<file path="config.mk">
export PLATFORM = sky130hd
export DESIGN_NAME = alu_pipe
export DESIGN_NICKNAME = d
export VERILOG_FILES = /design/src/rtl/alu_pipe_pkg.sv /design/src/rtl/alu_pipe_core.sv /design/src/rtl/alu_pipe.sv
export SDC_FILE = /design/constraint.sdc
export NUM_CORES = 1
export LEC_CHECK = 0
export CAP_MARGIN = 20
export CORE_ASPECT_RATIO = 0.6
export CORE_MARGIN = 2
export CORE_UTILIZATION = 55
export CTS_BUF_LIST = sky130_fd_sc_hd__clkbuf_16
export CTS_CLUSTER_SIZE = 14
export DETAILED_ROUTE_END_ITERATION = 16
export PLACE_DENSITY = 0.81
export SLEW_MARGIN = 10
export SYNTH_ARGS = -nofsm -noshare
export SYNTH_HDL_FRONTEND = slang
export SYNTH_SLANG_ARGS = --single-unit
</file>
<file path="constraint.sdc">
create_clock -name clk -period 6.8 [get_ports clk]
set_clock_uncertainty 0.15 [all_clocks]
set_input_delay 2.04 -clock clk [delete_from_list [all_inputs] [get_ports clk]]
set_output_delay 2.04 -clock clk [all_outputs]
set_load 0.05 [all_outputs]
</file>
<file path="src/rtl/alu_pipe_pkg.sv">
// alu_pipe_pkg
// Shared definitions for the alu_pipe block: the opcode encoding and the
// constants that do not depend on the operand width.
//
// Contents:
//   OPCODE_W  - width of the opcode field
//   alu_op_e  - opcode enumeration used by the pipeline and the datapath
//   is_arith  - true for the opcodes that compute at full precision (ADD/SUB)
package alu_pipe_pkg;

  localparam int OPCODE_W = 3;

  typedef enum logic [OPCODE_W-1:0] {
    OP_ADD   = 3'b000,
    OP_SUB   = 3'b001,
    OP_NOT   = 3'b010,
    OP_REDOR = 3'b011,
    OP_AND   = 3'b100,
    OP_OR    = 3'b101,
    OP_XOR   = 3'b110,
    OP_ASR   = 3'b111
  } alu_op_e;

  // ADD and SUB are the only operations that can leave the WIDTH-bit signed
  // range, so they alone drive the overflow flag (and saturation, if built).
  function automatic logic is_arith(input alu_op_e op);
    return (op == OP_ADD) || (op == OP_SUB);
  endfunction

endpackage

</file>
<file path="src/rtl/alu_pipe_core.sv">
// alu_pipe_core
// Purely combinational ALU datapath sitting between the two pipeline stages
// of alu_pipe.
//
// Parameters:
//   WIDTH  operand width (power of two, 2..32)
// Ports:
//   op    in   opcode (alu_op_e)
//   a, b  in   signed WIDTH-bit operands
//   c     out  signed WIDTH+1-bit result
//   zero  out  c == 0
//   ovf   out  ADD/SUB true result outside the WIDTH-bit signed range
//
// Build option: define ALU_PIPE_SAT_EN to clamp ADD/SUB results to the
// WIDTH-bit signed range (ovf still reports the clamp).
module alu_pipe_core
  import alu_pipe_pkg::*;
#(
  parameter int WIDTH = 4
) (
  input  alu_op_e                 op,
  input  logic signed [WIDTH-1:0] a,
  input  logic signed [WIDTH-1:0] b,
  output logic signed [WIDTH:0]   c,
  output logic                    zero,
  output logic                    ovf
);

  localparam int SHW = $clog2(WIDTH);

  logic signed [WIDTH:0]   a_ext;
  logic signed [WIDTH:0]   b_ext;
  logic signed [WIDTH:0]   arith;
  logic signed [WIDTH-1:0] narrow;
  logic                    arith_ovf;

  // ADD/SUB are done one bit wider than the operands so the true result is
  // always representable; the top two bits disagreeing means it no longer
  // fits in WIDTH signed bits.
  always_comb begin
    a_ext = {a[WIDTH-1], a};
    b_ext = {b[WIDTH-1], b};
    if (op == OP_SUB) begin
      arith = a_ext - b_ext;
    end else begin
      arith = a_ext + b_ext;
    end
    arith_ovf = arith[WIDTH] ^ arith[WIDTH-1];
  end

  // The bitwise and shift operations produce a WIDTH-bit value that is then
  // sign-extended.  The shift amount uses only the low log2(WIDTH) bits of b,
  // read as unsigned, while a is shifted arithmetically.
  always_comb begin
    narrow = '0;
    case (op)
      OP_NOT:  narrow = ~a;
      OP_AND:  narrow = a & b;
      OP_OR:   narrow = a | b;
      OP_XOR:  narrow = a ^ b;
      OP_ASR:  narrow = a >>> b[SHW-1:0];
      default: narrow = '0;
    endcase
  end

`ifdef ALU_PIPE_SAT_EN
  logic signed [WIDTH:0] sat_min;
  logic signed [WIDTH:0] sat_max;

  // Saturating build: on overflow the sign of the wide result tells which
  // rail to clamp to; both rails are already sign-extended to WIDTH+1.
  always_comb begin
    sat_min = {2'b11, {(WIDTH-1){1'b0}}};
    sat_max = {2'b00, {(WIDTH-1){1'b1}}};
    c = {narrow[WIDTH-1], narrow};
    if (op == OP_REDOR) begin
      c = {{WIDTH{1'b0}}, |b};
    end else if (is_arith(op)) begin
      if (arith_ovf) begin
        c = arith[WIDTH] ? sat_min : sat_max;
      end else begin
        c = arith;
      end
    end
  end
`else
  // Default build: ADD/SUB hand back the full WIDTH+1 result, REDOR is the
  // zero-extended OR-reduction of b, everything else is sign-extended.
  always_comb begin
    c = {narrow[WIDTH-1], narrow};
    if (op == OP_REDOR) begin
      c = {{WIDTH{1'b0}}, |b};
    end else if (is_arith(op)) begin
      c = arith;
    end
  end
`endif

  // Flags are derived from the final result so that zero reflects any
  // clamping, and overflow is only meaningful for ADD/SUB.
  always_comb begin
    zero = (c == '0);
    ovf  = is_arith(op) && arith_ovf;
  end

endmodule

</file>
<file path="src/rtl/alu_pipe.sv">
// alu_pipe
// Two-stage pipelined signed ALU with valid/ready handshaking on both sides.
// Stage 1 registers the operands and opcode, the combinational datapath
// (alu_pipe_core) sits between the stages, and stage 2 registers the result
// and flags that drive the outputs.  Full throughput when the consumer is
// always ready; up to two operations are held under backpressure.
//
// Parameters:
//   WIDTH      operand width (power of two, 2..32), default 4
// Ports:
//   clk        in   clock, rising edge
//   rst        in   synchronous active-high reset
//   in_valid   in   operand transfer request
//   in_ready   out  operand transfer can be accepted this cycle
//   a, b       in   signed WIDTH-bit operands
//   opcode     in   3-bit operation select (alu_op_e)
//   out_valid  out  result valid
//   out_ready  in   downstream accepts the result
//   c          out  signed WIDTH+1-bit result
//   zero, ovf  out  result-is-zero and signed-overflow flags
//
// Build option: ALU_PIPE_SAT_EN enables saturation of ADD/SUB results.
module alu_pipe
  import alu_pipe_pkg::*;
#(
  parameter int WIDTH = 4
) (
  input  logic                    clk,
  input  logic                    rst,
  input  logic                    in_valid,
  output logic                    in_ready,
  input  logic signed [WIDTH-1:0] a,
  input  logic signed [WIDTH-1:0] b,
  input  logic [OPCODE_W-1:0]     opcode,
  output logic                    out_valid,
  input  logic                    out_ready,
  output logic signed [WIDTH:0]   c,
  output logic                    zero,
  output logic                    ovf
);

  logic                    s1_valid;
  logic signed [WIDTH-1:0] s1_a;
  logic signed [WIDTH-1:0] s1_b;
  alu_op_e                 s1_op;
  logic                    s2_valid;
  logic                    s1_adv;
  logic                    s2_adv;
  logic signed [WIDTH:0]   core_c;
  logic                    core_zero;
  logic                    core_ovf;

  // Ready chain: a stage may take new contents when it is empty or when the
  // stage after it is moving.  Because stage 2 draining feeds straight into
  // stage 1 advancing, a drain and a fill in the same cycle lose nothing.
  assign s2_adv    = !s2_valid || out_ready;
  assign s1_adv    = !s1_valid || s2_adv;
  assign in_ready  = s1_adv && !rst;
  assign out_valid = s2_valid;

  // Stage 1 valid bit.  Whenever stage 1 is allowed to move it simply takes
  // whatever in_valid says, which also empties it when nothing arrives.
  always_ff @(posedge clk) begin
    if (rst) begin
      s1_valid <= 1'b0;
    end else if (s1_adv) begin
      s1_valid <= in_valid;
    end
  end

  // Stage 1 operand registers.  These are only meaningful while s1_valid is
  // set, so they carry no reset and load only on an actual transfer.
  always_ff @(posedge clk) begin
    if (in_valid && in_ready) begin
      s1_a  <= a;
      s1_b  <= b;
      s1_op <= alu_op_e'(opcode);
    end
  end

  alu_pipe_core #(
    .WIDTH (WIDTH)
  ) u_core (
    .op   (s1_op),
    .a    (s1_a),
    .b    (s1_b),
    .c    (core_c),
    .zero (core_zero),
    .ovf  (core_ovf)
  );

  // Stage 2 holds the visible result.  Result registers load only when a
  // valid operation moves in, so c/zero/ovf stay frozen while the consumer
  // stalls; reset clears them along with the valid bit so nothing stale is
  // presented afterwards.
  always_ff @(posedge clk) begin
    if (rst) begin
      s2_valid <= 1'b0;
      c        <= '0;
      zero     <= 1'b0;
      ovf      <= 1'b0;
    end else if (s2_adv) begin
      s2_valid <= s1_valid;
      if (s1_valid) begin
        c    <= core_c;
        zero <= core_zero;
        ovf  <= core_ovf;
      end
    end
  end

endmodule

</file>
# [Word level (Yosys, flattened, before mapping)]
# Index checks and enable logic that the tools add are counted.
[word_totals] register_bits=20 wordCells=40 in_bits=15 out_inout_bits=9
[op_classes] reduce_logical=13 bitwise_logic=5 muxes=4 eq_ne=7 shift=1 addsub=2
[op_table] cell="$pmux W4 S5" count=1
[op_table] cell="$mux W5" count=3
[op_table] cell="$eq A3 B3 Y1 const B" count=4
[op_table] cell="$eq A3 B2 Y1 const B" count=2
[op_table] cell="$add A4 B4 Y5" count=1
[op_table] cell="$logic_not A5 Y1" count=1
[op_table] cell="$sub A4 B4 Y5" count=1
[op_table] cell="$and A4 B4 Y4" count=1
[op_table] cell="$not A4 Y4" count=1
[op_table] cell="$or A4 B4 Y4" count=1
[op_table] cell="$reduce_or A4 Y1" count=1
[op_table] cell="$sshr A4 B2 Y4" count=1
[op_table] cell="$xor A4 B4 Y4" count=1
[op_table] cell="$eq A3 B1 Y1 const B" count=1
[op_table] cell="$logic_and A1 B1 Y1" count=3
[op_table] cell="$logic_not A1 Y1" count=3
[op_table] cell="$logic_not A3 Y1" count=1
[op_table] cell="$logic_or A1 B1 Y1" count=3
[op_table] cell="$reduce_and A2 Y1" count=1
[op_table] cell="$xor A1 B1 Y1" count=1

# [Logic depth before layout (Yosys ltp)]
# Gate-level depths: netlist of the first run.
[depth] ltp_word=5 mapped_depth=12 mapped_depth_nobuf=12

# [Cells and area by module]
# Synthesis of the first run repeated with hierarchy kept, for this count alone.
[unflattened] hier_cells=151 area_unflattened_um2=1510.2
[modules_own_cells] mod="alu_pipe_core" seq_area_each_um2=0.0 instances=1 area_each_um2=769.5 cells_per_inst=100
[modules_own_cells] mod="alu_pipe" seq_area_each_um2=510.5 instances=1 area_each_um2=740.7 cells_per_inst=51

# [Worst setup path before layout of the first run]
# OpenSTA, ideal clock, no wires.
[synth_path] path_kind="input to output" startpoint="input port out_ready" endpoint="output port in_ready" arrival_time_ns=2.917 path_stages=2 path_slack_ns=1.693 path_buffers=0 required_ns=4.610 path_cell_list="nor2b_1 > a21oi_1"
[synth_via] elab_chain_len=3
[synth_rtl] element="start: declaration" line_no="alu_pipe.sv:36" text="input logic out_ready,"
[synth_rtl] element="$logic_or A1 B1 Y1" line_no="alu_pipe.sv:56" text="assign s2_adv = !s2_valid || out_ready;"
[synth_rtl] element="$logic_or A1 B1 Y1" line_no="alu_pipe.sv:57" text="assign s1_adv = !s1_valid || s2_adv;"
[synth_rtl] element="$logic_and A1 B1 Y1" line_no="alu_pipe.sv:58" text="assign in_ready = s1_adv && !rst;"
[synth_rtl] element="end: declaration" line_no="alu_pipe.sv:31" text="output logic in_ready,"
# No other way between the ends.

# [Worst setup path in the final report of the first run]
[layout_path] startpoint="input port rst" endpoint="output port in_ready"
[layout_via] elab_chain_len=2
[layout_rtl] element="start: declaration" line_no="alu_pipe.sv:29" text="input logic rst,"
[layout_rtl] element="$logic_not A1 Y1" line_no="alu_pipe.sv:58"
[layout_rtl] element="$logic_and A1 B1 Y1" line_no="alu_pipe.sv:58"
# No other way between the ends.

==> impl_metrics.csv, run 1 <==
group,metric,value,unit
worst_hold_path,hp-class,"reg2reg",
logic_synthesis,synthTopCellsByArea,"edfxtp_1, dfxtp_1, ha_1",
clock_tree,cts_setup_buffers,0,
critical_path,cp-start-kind,"input port",
run,drv_cap,0,
detailed_routing,vias,1206,
sta,timing.hold.ws,309,ps
layout,layout.nets,207,
critical_path,max_stage_delay,840,ps
critical_path,critPathRequiredTime,4610,ps
global_routing,grt_pass1_vias,1191,
die,start_util,56.7,%
logic_synthesis,yosysTopAreaCell,"edfxtp_1",
logic_synthesis,yosysMostFrequentCell,"a21oi_1",
placed_design,gp_congestion,0.884,
clock_tree,clk_latency,250,ps
logic_synthesis,synthCells,156,
global_routing,globalRoute.totalOverflow,0,
status,status,"finished clean",
logic_synthesis,yosysSeqAreaShare,37.0,%
critical_path,r2r-end,"zero",
global_routing,grt_max_degree,17,
critical_path,reg2reg_from,"s1_op[0]",
critical_path,crit_type,"in2out",
clock_tree,h-tree-depth,1,
sta,maxClockFrequency,169,MHz
clock_tree,clk_pin_slew_worst_paths,60,ps
logic_synthesis,synth_area,1380,um^2
critical_path,path_max_fanout,11,
logic_synthesis,avgSynthCellArea,8.85,um^2
die,ioPinCount,24,
die,coreArea,2430,um^2
critical_path,crit_top_cell,"clkdlybuf4s50_1",
critical_path,path_buf_inv,2,
clock_tree,cts_resized,0,
worst_hold_path,hold_path.startpoint,"c[1]",
sta,slew_viol_final,0,
critical_path,path_cells,"clkdlybuf4s50_1 -> a21oi_1 -> clkdlybuf4s50_1",
critical_path,r2r_cells,10,
layout,diodes,0,
logic_synthesis,synth_edf_count,11,
clock_tree,cts-root-buf,"clkbuf_16",
die,dieArea,2940,um^2
logic_synthesis,synthDistinctLibCells,36,
sta,max-slew-margin-rel,63.7,%
clock_tree,cts_tree,"done",
power_and_ir_drop,p_leak,0.000686,uW
logic_synthesis,syn_nets,185,
placed_design,portBuffers,23,
sta,finalCritPeriodShare,87.1,%
sta,timing.setup.tns,0,ps
clock_tree,cts.sinks,20,
logic_synthesis,async_flop_share,0,%
power_and_ir_drop,vdd_drop_max,0.190,mV
placed_design,hpwl,2.42,mm
layout,syn2layout_area_growth,25.3,%
sta,worst_pin_slew,545,ps
die,num_rows,14,
worst_hold_path,min_to,"c[1]",
detailed_routing,ant_nets,0,
detailed_routing,vias_per_cell,5.77,
worst_hold_path,hold_depth,2,
detailed_routing,dr.first_iter.drc_count,155,
detailed_routing,drc_errors,0,
critical_path,crit_path_end_kind,"output port",
sta,setup_viol,0,
global_routing,grtUsageTotal,25.9,%
detailed_routing,firstDrtPassIters,5,
layout,drive_gt1_share,5.08,%
sta,hold_violations,0,
global_routing,grt_antenna_before_repair,0,
logic_synthesis,netlist.area_leader.share,23.9,%
detailed_routing,avgRoutedWirePerCell,15.4,um
die,die_h,42.8,um
logic_synthesis,ys_ff_latch,20,
layout,fillers,184,
logic_synthesis,synthTopCellsByCount,"a21oi_1, nand2_1, nor2_1, inv_1, ha_1",
clock_tree,cts_made_buffers,3,
power_and_ir_drop,pwr_density_cell,220,nW/um^2
logic_synthesis,synth_warnings,0,
detailed_routing,wirelength,3.21,mm
clock_tree,clock_path_buffers,2,
critical_path,cp.arrival,3730,ps
die,die_x,68.7,um
logic_synthesis,ys.flop_type,"edfxtp_1",
sta,min_period,5920,ps
sta,rsz0062_at_grt,"no",
critical_path,cp_slowest_cell,"clkdlybuf4s50_1",
global_routing,grt_pass1_wl,5.52,mm
critical_path,path_delay_family,"buffers and inverters",
critical_path,timing.reg2reg.setup_slack,3050,ps
clock_tree,ctsHoldBuffers,0,
[cells by family after synthesis]
| group | Yosys count | share of synthesized area, % |
|---|---|---|
| XOR/XNOR | 6 | 4.35 |
| buffers and inverters | 20 | 5.71 |
| flip-flops | 20 | 37.0 |
| multiplexers | 3 | 2.27 |
| adder cells (fa/ha/maj) | 14 | 13.2 |
| AND/OR/NAND/NOR | 50 | 17.9 |
| AO/OA/AOI/OAI | 43 | 19.5 |
[final cells by class]
cell class	count	area, um^2	area share (%)
Sequential cell	20	510	29.5
Inverter	14	52.6	3.04
Multi-Input combinational cell	116	791	45.7
Tap cell	32	40.0	2.32
Timing Repair Buffer	23	230	13.3
Clock buffer	3	75.1	4.34
Clock inverter	1	30.0	1.74
[routing by layer]
metal  routed length (um)  vias up  share of wire, %  GRT usage, %
met5                    0        -                 0             0
met4                   10        0              0.31          5.20
met3                  217        2               6.8          6.37
met2                 1550       52                48          40.2
met1                 1430      557                45          36.7
li1                     -      595                 -             -
[layout by cell type (no fill, tap or decap), drive strengths merged, types with 2 or more instances in the layout]
cell type      instances
clkdlybuf4s50         23
a21oi                 17
nor2                  15
nand2                 15
inv                   14
ha                    13
edfxtp                11
dfxtp                  9
o21ai                  8
xnor2                  6
nand2b                 4
a211oi                 4
nor2b                  3
a31oi                  3
nand3                  3
o22ai                  3
nor3                   3
clkbuf                 3
mux2i                  2
nand3b                 2
or4                    2
o31ai                  2
[power by group]
group          switching [uW]  leakage [uW]  total (uW)  internal, uW
Clock                    43.9     0.0000511         161           117
Combinational            42.8      0.000458        77.5          34.7
Sequential               8.27      0.000177         142           134
[sequential cells by signal, indices dropped and copies added, names as in the netlist]
signal,cells
c,5
zero,1
ovf,1
s1_valid,1
s1_b,4
s1_op,3
s1_a,4
out_valid,1
[metrics by stage]
step / cells / power (uW) / setup WS (ps) / util (%) / cell area, um^2
2_1_floorplan: 156 / 196 / 1690 / - / 1380
3_3_place_gp: 205 / 217 / 946 / 66.7 / 1620
3_5_place_dp: 205 / 221 / 899 / 66.7 / 1620
4_1_cts: 209 / 383 / 887 / 71.0 / 1730
5_1_grt: 209 / 397 / 823 / 71.0 / 1730
6_report: 209 / 380 / 880 / 71.0 / 1730
[worst min-delay path: stages, from the launching register on]
cell and delay [ps]:
dfxtp_1 310, nand2_1 50, a21oi_1 60
[worst max-delay path by stage]
stage                   start       end  slack [ps]  cells after the start
floorplan           out_ready  in_ready        1690                      2
global placement          rst  in_ready         950                      3
detailed placement        rst  in_ready         900                      3
CTS                       rst  in_ready         890                      3
global route              rst  in_ready         820                      3
finish                    rst  in_ready         880                      3
(Power assumes the default switching activity.)
==> inputs of run 2 (changes only) <==
CORE_ASPECT_RATIO = unset   (was 0.6)
CORE_MARGIN = unset   (was 2)
CTS_CLUSTER_DIAMETER = 120   (was unset)
==> impl_metrics.csv, run 2 (synthesis results as in run 1) <==
group,metric,value,unit
status,status,"finished clean",
sta,hold_violations,0,
layout,diodes,0,
detailed_routing,vias,1182,
critical_path,path_buf_inv,2,
layout,fin_area,1700,um^2
detailed_routing,vias_per_cell,5.77,
sta,worst_slack,795,ps
detailed_routing,ant_nets,0,
critical_path,path_max_fanout,11,
layout,mostFrequentLayoutCells,"clkdlybuf4s50_1, a21oi_1, nor2_1, nand2_1, inv_1",
detailed_routing,route.met3.wl,123,um
clock_tree,h-tree-depth,1,
layout,final_common_cell,"clkdlybuf4s50_1",
die,start_util,60.1,%
critical_path,reg2reg_from,"s1_op[0]",
sta,max-slew-margin-rel,63.6,%
detailed_routing,firstDrtPassIters,4,
placed_design,postPlaceCellArea,1620,um^2
critical_path,path_delay_family,"buffers and inverters",
sta,finalCritPeriodShare,88.3,%
critical_path,crit_top_cell,"clkdlybuf4s50_1",
sta,worst_pin_slew,545,ps
detailed_routing,dr.first_iter.drc_count,34,
sta,setup_viol,0,
critical_path,cp-start-kind,"input port",
placed_design,gp_congestion,0.926,
clock_tree,cts_made_buffers,3,
layout,largestRegisters,"c x5, s1_a x4, s1_b x4",
clock_tree,cts_resized,0,
critical_path,cp-startpoint,"rst",
layout,finish.utilization,73.9,%
critical_path,r2r-end,"zero",
critical_path,r2r_cells,10,
placed_design,place_ws,821,ps
detailed_routing,avgRoutedWirePerCell,14.3,um
global_routing,globalRoute.totalOverflow,0,
sta,maxClockFrequency,167,MHz
die,dieArea,2710,um^2
global_routing,grt_max_degree,17,
die,die_h,52.1,um
worst_hold_path,hp-class,"reg2reg",
die,coreArea,2300,um^2
detailed_routing,drc_errors,0,
global_routing,grt_antenna_before_repair,0,
worst_hold_path,hold_path.startpoint,"c[4]",
clock_tree,cts-root-buf,"clkbuf_16",
die,die_x,52.1,um
layout,largest_reg_flops,5,
power_and_ir_drop,p_leak,0.000676,uW
global_routing,grtUsageTotal,25.2,%
critical_path,crit_type,"in2out",
critical_path,path_cells,"clkdlybuf4s50_1 -> a21oi_1 -> clkdlybuf4s50_1",
die,ioPinCount,24,
clock_tree,cts_setup_buffers,0,
power_and_ir_drop,pwr_density_cell,199,nW/um^2
sta,timing.setup.tns,0,ps
placed_design,portBuffers,23,
clock_tree,clock_path_buffers,2,
detailed_routing,wl_met2,1.45,mm
detailed_routing,highest_layer,"met4",
clock_tree,cts_tree,"done",
power_and_ir_drop,vdd_drop_max,0.180,mV
clock_tree,clk_latency,250,ps
sta,rsz0062_at_grt,"no",
clock_tree,clk_pin_slew_worst_paths,60,ps
worst_hold_path,hold_depth,2,
worst_hold_path,min_to,"c[4]",
critical_path,timing.reg2reg.setup_slack,3130,ps
run,drv_cap,0,
placed_design,hpwl,2.15,mm
global_routing,grt_pass1_wl,4.89,mm
critical_path,crit_path_end_kind,"output port",
die,num_rows,17,
global_routing,grt_pass1_vias,1123,
layout,layout.nets,207,
layout,regMostFlops,"c",
critical_path,cp_slowest_cell,"clkdlybuf4s50_1",
layout,syn2layout_area_growth,23.0,%
power_and_ir_drop,power,338,uW
clock_tree,cts.sinks,20,
critical_path,critPathRequiredTime,4610,ps
detailed_routing,wirelength,2.92,mm
sta,min_period,6000,ps
detailed_routing,drt-met1-wl,1.29,mm
layout,drive_gt1_share,5.08,%
sta,slew_viol_final,0,
critical_path,max_stage_delay,880,ps
clock_tree,ctsHoldBuffers,0,
critical_path,cp.arrival,3810,ps
-- run 2: changes by cell type in the layout (fill, tap and decap cells not counted) --
cell	previous run	this run
inv_2	0	1
bufinv_16	1	0
-- run 2: power breakdown --
part / internal, uW / switching [uW]
clock: 78.5 / 41.7
sequential: 134 / 8.05
combinational: 34.7 / 41.2
total: 247 / 90.9
-- run 2: how the worst max path moves through the flow --
stage | endpoint | slack (ps) | cells after the start
global route | in_ready | 710 | 3
CTS | in_ready | 810 | 3
global placement | in_ready | 950 | 3
finish | in_ready | 800 | 3
floorplan | in_ready | 1690 | 2
detailed placement | in_ready | 820 | 3
-- run 2: worst min-delay path: stages (launching register included) --
cell     delay, ps
dfxtp_1        300
nand2_1         50
a21oi_1         60
-- run 2: cell type report --
| type | count | area (um^2) |
|---|---|---|
| Clock inverter | 1 | 3.75 |
| Multi-Input combinational cell | 116 | 791 |
| Inverter | 14 | 52.6 |
| Fill cell | 171 | 599 |
| Timing Repair Buffer | 23 | 230 |
| Sequential cell | 20 | 510 |
| Clock buffer | 3 | 75.1 |
| Tap cell | 28 | 35.0 |
-- run 2: metal layers --
layer / vias to the layer above / global-route usage [%]
met4: 0 / 10.4
met1: 546 / 29.2
met3: 7 / 5.26
met5: - / 0
li1: 594 / -
met2: 35 / 44.4
-- run 2: metrics by stage --
stage,cells,hold WS [ps]
final,205,307
after global routing,205,330
after CTS,205,307
after detailed placement,201,299
after global placement,201,291
after floorplan,156,346
